File: src/rtl/regfile_scoreboard.sv
// Parametrised register file with byte-enabled writes, optional write-to-read
// forwarding and a per-register pending scoreboard used for hazard detection.
module regfile_scoreboard #(
  parameter int DATA_W   = 32,
  parameter int ADDR_W   = 5,
  parameter int ZERO_REG = 1,
  parameter int BYPASS   = 1
) (
  input  logic              clk,
  input  logic              rst,
  input  logic              we,
  input  logic [ADDR_W-1:0] waddr,
  input  logic [DATA_W-1:0] wdata,
  input  logic [DATA_W/8-1:0] wbe,
  input  logic [ADDR_W-1:0] raddr1,
  input  logic [ADDR_W-1:0] raddr2,
  output logic [DATA_W-1:0] rdata1,
  output logic [DATA_W-1:0] rdata2,
  input  logic              set_pend,
  input  logic [ADDR_W-1:0] set_addr,
  output logic              busy1,
  output logic              busy2,
  output logic [ADDR_W:0]   pend_cnt
);

  localparam int DEPTH = 2 ** ADDR_W;
  localparam int NB    = DATA_W / 8;

  logic [DATA_W-1:0] regs [DEPTH];
  logic [DEPTH-1:0]  pend;
  logic [DEPTH-1:0]  pend_nxt;
  logic [ADDR_W:0]   cnt_nxt;
  logic              wr_ok;

  assign wr_ok = we && !((ZERO_REG != 0) && (waddr == '0));

  always_ff @(posedge clk or negedge rst) begin
    if (!rst) begin
      for (int i = 0; i < DEPTH; i++) regs[i] <= '0;
    end else if (wr_ok) begin
      for (int b = 0; b < NB; b++)
        if (wbe[b]) regs[waddr][8*b +: 8] <= wdata[8*b +: 8];
    end
  end

  // Set is applied after clear so a new producer overrides a retiring one.
  always_comb begin
    pend_nxt = pend;
    if (we) pend_nxt[waddr] = 1'b0;
    if (set_pend) pend_nxt[set_addr] = 1'b1;
    if (ZERO_REG != 0) pend_nxt[0] = 1'b0;
  end

  always_comb begin
    cnt_nxt = '0;
    for (int i = 0; i < DEPTH; i++) cnt_nxt = cnt_nxt + (ADDR_W+1)'(pend[i]);
  end

  // pend_cnt counts the registered bits, so it trails pend by one cycle.
  always_ff @(posedge clk or negedge rst) begin
    if (!rst) begin
      pend     <= '0;
      pend_cnt <= '0;
    end else begin
      pend     <= pend_nxt;
      pend_cnt <= cnt_nxt;
    end
  end

  logic [ADDR_W-1:0] ra [2];
  logic [DATA_W-1:0] rd [2];
  logic              bz [2];

  assign ra[0]  = raddr1;
  assign ra[1]  = raddr2;
  assign rdata1 = rd[0];
  assign rdata2 = rd[1];
  assign busy1  = bz[0];
  assign busy2  = bz[1];

  for (genvar p = 0; p < 2; p++) begin : g_rd
    logic is_zero;
    logic fwd;

    assign is_zero = (ZERO_REG != 0) && (ra[p] == '0);
    assign fwd     = (BYPASS != 0) && we && (waddr == ra[p]) && !is_zero;

    always_comb begin
      rd[p] = regs[ra[p]];
      if (fwd) begin
        for (int b = 0; b < NB; b++)
          if (wbe[b]) rd[p][8*b +: 8] = wdata[8*b +: 8];
      end
      if (is_zero) rd[p] = '0;
      bz[p] = pend[ra[p]] && !fwd && !is_zero;
    end
  end

endmodule

File: config.mk
export PLATFORM = sky130hd
export DESIGN_NAME = regfile_scoreboard
export DESIGN_NICKNAME = d
export VERILOG_FILES = /design/src/rtl/regfile_scoreboard.sv
export SDC_FILE = /design/constraint.sdc
export NUM_CORES = 2
export LEC_CHECK = 0
export CAP_MARGIN = 20
export CORE_MARGIN = 10
export CORE_UTILIZATION = 42
export CTS_CLUSTER_SIZE = 14
export DETAILED_ROUTE_END_ITERATION = 10
export MAX_ROUTING_LAYER = met4
export PLACE_DENSITY = 0.57
export SYNTH_ARGS = -nofsm -noshare
export SYNTH_HDL_FRONTEND = slang
export SYNTH_SLANG_ARGS = --single-unit
File: constraint.sdc
create_clock -name clk -period 5.9 [get_ports clk]
set_input_delay 0.885 -clock clk [delete_from_list [all_inputs] [get_ports clk]]
set_output_delay 0.885 -clock clk [all_outputs]
set_load 0.01 [all_outputs]
== After elaboration in Yosys (flattened, before gate mapping) ==
Cells that the tools add are included.
Widths: inputs -> output; s select.
Cells by class
  bitwise logic cells: 6
  equality and inequality tests: 2
  reduce and logical (&&, ||, !) cells: 20
  magnitude comparators: 10
  $add $sub $neg: 30
  mux-type cells: 47
Operator list (number)
  $mux 1024: 7
  $bwmux 1024: 4
  $demux 32 s5: 4
  $mux 32: 11
  $bmux 32 s5: 2
  $add 6x1->6: 25
  $mux 8: 9
  $and 32x32->32: 1
  $not 32->32: 1
  $or 32x32->32: 1
  $lt 5x6->1 const B: 4
  $mux 24: 1
  $ge 6x6->1 const B: 3
  $not 5->6: 3
  $mux 16: 1
  $logic_not 5->1: 3
  $logic_and 1x1->1: 12
  $bmux 1 s5: 2
  $demux 1 s5: 2
  $eq 5x5->1: 2
  $ge 5x1->1 const B: 2
  $add 5x1->6: 1
  $lt 6x1->1 const B: 1
  $add 4x1->5: 1
  other kinds (5): 12
Storage, ports and cells
  register bits after elaboration: 1061
  output and inout port bits: 72
  word-level logic and storage cells: 149
  bits of input ports: 60

== Depth between registers and ports, before layout ==
  depth after elaboration: 30
  depth in mapped cells: 17

== Worst setup path after synthesis ==
Ideal clock, no wire load.
  path kind: register to register
  start: register pend[18]
  end: register pend_cnt[4]
  stages on the path, launching flop included: 16
  library setup time: 0.123 ns
  data required time: 5.777 ns
  buffers on the path: 0
  arrival: 4.577 ns
  path slack: 1.200 ns
  path through: dfrtp_1 -> fa_1 -> inv_1 -> fa_1 -> inv_1 -> fa_1 -> inv_1 -> fa_1 -> fa_1 -> fa_1 -> fa_1 -> fa_1 -> inv_1 -> a21o_1 -> a21oi_1 -> xnor2_1
On the way
  cells in the longest elaborated chain, start to end: 14
Ends and longest elaborated chain
  start, declared: RTL line 30  | logic [DEPTH-1:0] pend;
  start signal, assigned: RTL line 65  | pend <= pend_nxt;
  $add 6x1->6 (14 in a row): RTL line 56  | for (int i = 0; i < DEPTH; i++) cnt_nxt = cnt_nxt + (ADDR_W+1)'(pend[i]);
  net cnt_nxt[4]: RTL line 32  | logic [ADDR_W:0] cnt_nxt;
  end signal, assigned: RTL line 66  | pend_cnt <= cnt_nxt;
  end, declared: RTL line 23  | output logic [ADDR_W:0] pend_cnt
The timed path passes the listed nets, and every way through them passes these cells.
A chain may end at the register's enable or synchronous reset.

== Worst setup path after layout ==
  start: input port waddr[3]
  end: output port rdata2[17]
On the way
  cells in the longest elaborated chain, start to end: 5
Ends and longest elaborated chain
  start, declared: RTL line 12  | input logic [ADDR_W-1:0] waddr,
  $eq 5x5->1: RTL line 86  | assign fwd = (BYPASS != 0) && we && (waddr == ra[p]) && !is_zero;
  $logic_and 1x1->1 (2 in a row): RTL line 86
  $mux 32: RTL line 90  | if (fwd) begin
  $mux 32: RTL line 94  | if (is_zero) rd[p] = '0;
  end, declared: RTL line 18  | output logic [DATA_W-1:0] rdata2,
No other way between the ends.

==> summary.txt <==
Async set-reset flop share out of synthesis -> 100%
Setup Buffers After CTS -> 0
Commonest cells after routing, fill and taps aside -> dfrtp_1 (1061), mux2_2 (1005), mux4_2 (509)
WP data arrival -> 4.66 ns
Synthesized net count -> 4146
All-Layer GR Usage -> 25.1%
Worst hold margin -> 0.117 ns
Largest cells by area after synthesis -> dfrtp_1 (45%), mux4_2 (20%), mux2_2 (19%), mux2i_1 (2.9%), clkbuf_1 (1.3%)
RePlAce Congestion -> 0.915
Final Max Tran Viols -> 0
Util after Layout -> 47.4%
Mux share of post-synthesis cell area -> 41.7%
Layout cell share with drive strength beyond 1 -> 47.8%
DR iter-0 viols -> 3779
Mean Syn Cell Area -> 14.5 um2
Reg-to-reg critical path startpoint -> pend[18]
CP max FO -> 10
Pwr/cell area -> 346 nW/um2
FF+latch count, synth -> 1061
Vias post-DR -> 38077
Clock Latency Late Sink -> 0.76 ns
Slew headroom -> 30.0%
Leakage -> 28.4 nW
Synthesis warning total -> 0
Pre-antenna DRT Iters -> 5
Initial antenna violation count -> 13
First-pass GRT wire length -> 283 mm
Post-synth EDFFs -> 0
Maxcap violations -> 0
Fin. Hold Viols -> 0
Critical R2R Capture -> pend_cnt[4]
Core Area -> 139000 um2
Clock Sinks -> 1061
Synth area leader -> dfrtp_1
R2r setup slk -> 0.99 ns
Hpwl dp -> 124 mm
Vias in the first global route -> 39268
Die Span X -> 394 um
Synth Instances -> 4056
CTS tree -> yes
Root buffer cell -> clkbuf_16
Adder-cell share of the synthesized area -> 0.933%
Register Area -> 26600 um2
Fillers -> 12295
RSZ-0062 raised after global routing -> no
Synth top area share -> 45.2%
Tcrit/Tclk final -> 94.1%
Most common cell after layout, fill and taps aside -> dfrtp_1
Setup-failing EPs final -> 0
Die area -> 155000 um2
Max Fclk -> 180 MHz
ANT nets after route -> 0
Synthesized area -> 58700 um2
Fin crit period -> 5.55 ns
Max Clock Skew -> 0.0174 ns
Slew @ Worst Pin -> 1.05 ns
# DRC -> 0
Boundary Pins -> 132
WS Path Type -> in2out
P&R area growth vs syn -> 12.4%
CTS Buf Count -> 119
Count of cell types in the netlist -> 64
Initial Util -> 42.2%
Post-CTS Hold Fix Bufs -> 0
Post-CTS sizing -> 0
Clk pin slew, worst setup/hold paths -> 0.06 ns
Part of the Yosys area used for sequential elements -> 45.2%
Routed len/inst -> 31.7 um
Synth Area in Simple Gates -> 4.10%
Worst setup EP type -> output port
Outcome -> complete, no violations
Setup TNS -> 0 ns
Floorplan row count -> 137
Req. time, crit path -> 5.02 ns
Drt via density -> 6.26
Top_reg_cell synth -> dfrtp_1
Overflow after GRT -> 0
FF-to-FF path depth -> 15
Worst Hold Class -> in2async
Multi-input gate area -> 30200 um2
Vert. Die Dim -> 394 um
Finished Layout Cells -> 6085
Power Total -> 22.8 mW
Count of input and output buffers -> 131
Total Wirelength -> 193 mm
Depth of the CTS H-tree -> 3
Largest family of logic cells by synthesized area -> multiplexers
Cells after DPL -> 5862
Pin count of the biggest net entering global routing -> 141
Nets -> 4197
CTS Buffer Depth -> 3
Complex-gate fraction of the synthesized area -> 4.39%
Setup crit start kind -> input port
Synth Area in XOR/XNOR -> 0.194%
Peak supply drop -> 0.000854 V
routing by layer:
layer,global-route usage [%],part of all wire [%],vias to the layer above
li1,-,-,15665
met2,38.1,46,1395
met5,-,0,-
met4,9.05,3.9,0
met3,5.04,7.0,370
met1,33.6,43,20647
kinds of logic (layout without fill, tap and decap cells):
| group | Yosys count | count (layout) |
|---|---|---|
| muxes | 1683 | 1683 |
| DFF | 1061 | 1061 |
| other | 0 | 10 |
| xor gates and xnor gates | 13 | 13 |
| adders and majority gates | 30 | 30 |
| AOI/OAI and AO/OA | 383 | 383 |
| and+or+nand+nor | 476 | 476 |
| buffers and inverters | 410 | 553 |
how the worst max path moves through the flow:
| stage | from | to | cells past startpoint |
|---|---|---|---|
| after floorplan | pend[18] | pend_cnt[4] | 15 |
| after global placement | waddr[3] | rdata2[23] | 8 |
| after detailed placement | waddr[3] | rdata2[23] | 8 |
| after CTS | waddr[3] | rdata2[23] | 8 |
| after global routing | waddr[3] | rdata1[17] | 8 |
| final | waddr[3] | rdata2[17] | 8 |
synth_stat cells (all sizes together) (6+ instances only):
master	count
dfrtp	1061
mux2	1005
mux4	509
clkbuf	204
nand2	185
nor2	172
mux2i	169
buf	148
o21ai	118
a21oi	61
inv	58
a22oi	46
a221oi	39
a211oi	37
nor2b	37
a221o	26
fa	23
nand3	21
nor3	17
a32oi	14
xnor2	12
o22ai	9
o211ai	8
a31oi	7
ha	7
nor3b	7
or3	6
flip-flops by register name (all words and copies together) (netlist names):
signal / count
regs: 1024
pend_cnt: 6
pend: 31
power breakdown:
group / switching [mW] / total, mW / internal [mW]
sequential: 0.726 / 9.04 / 8.31
clock: 3.17 / 7.60 / 4.43
combinational: 3.02 / 6.16 / 3.14
worst max-delay path, cell delays in order:
cell and delay [ns]:
clkdlybuf4s50_1 0.70, xnor2_1 0.18, nand4_1 0.41, nor4_2 0.86, buf_4 0.34, a22oi_1 0.13, o21ai_0 0.44, clkdlybuf4s50_1 0.71
cell type report:
class	count	share of cell area (%)
flip-flops and latches	1061	40.2
clock buffers	177	5.25
inverters	58	0.330
multi-input cells	2585	45.7
diodes	10	0.0379
repair buffers	282	4.15
clock inverters	36	0.709
well taps	1876	3.56
stage by stage:
step	cell area (um2)	setup slack (ns)
2_1_floorplan	58700	1.20
3_3_place_gp	62000	0.538
3_5_place_dp	62000	0.479
4_1_cts	66000	0.478
5_1_grt	66000	0.324
6_report	66000	0.350
Power figures use the tool's default switching activity.
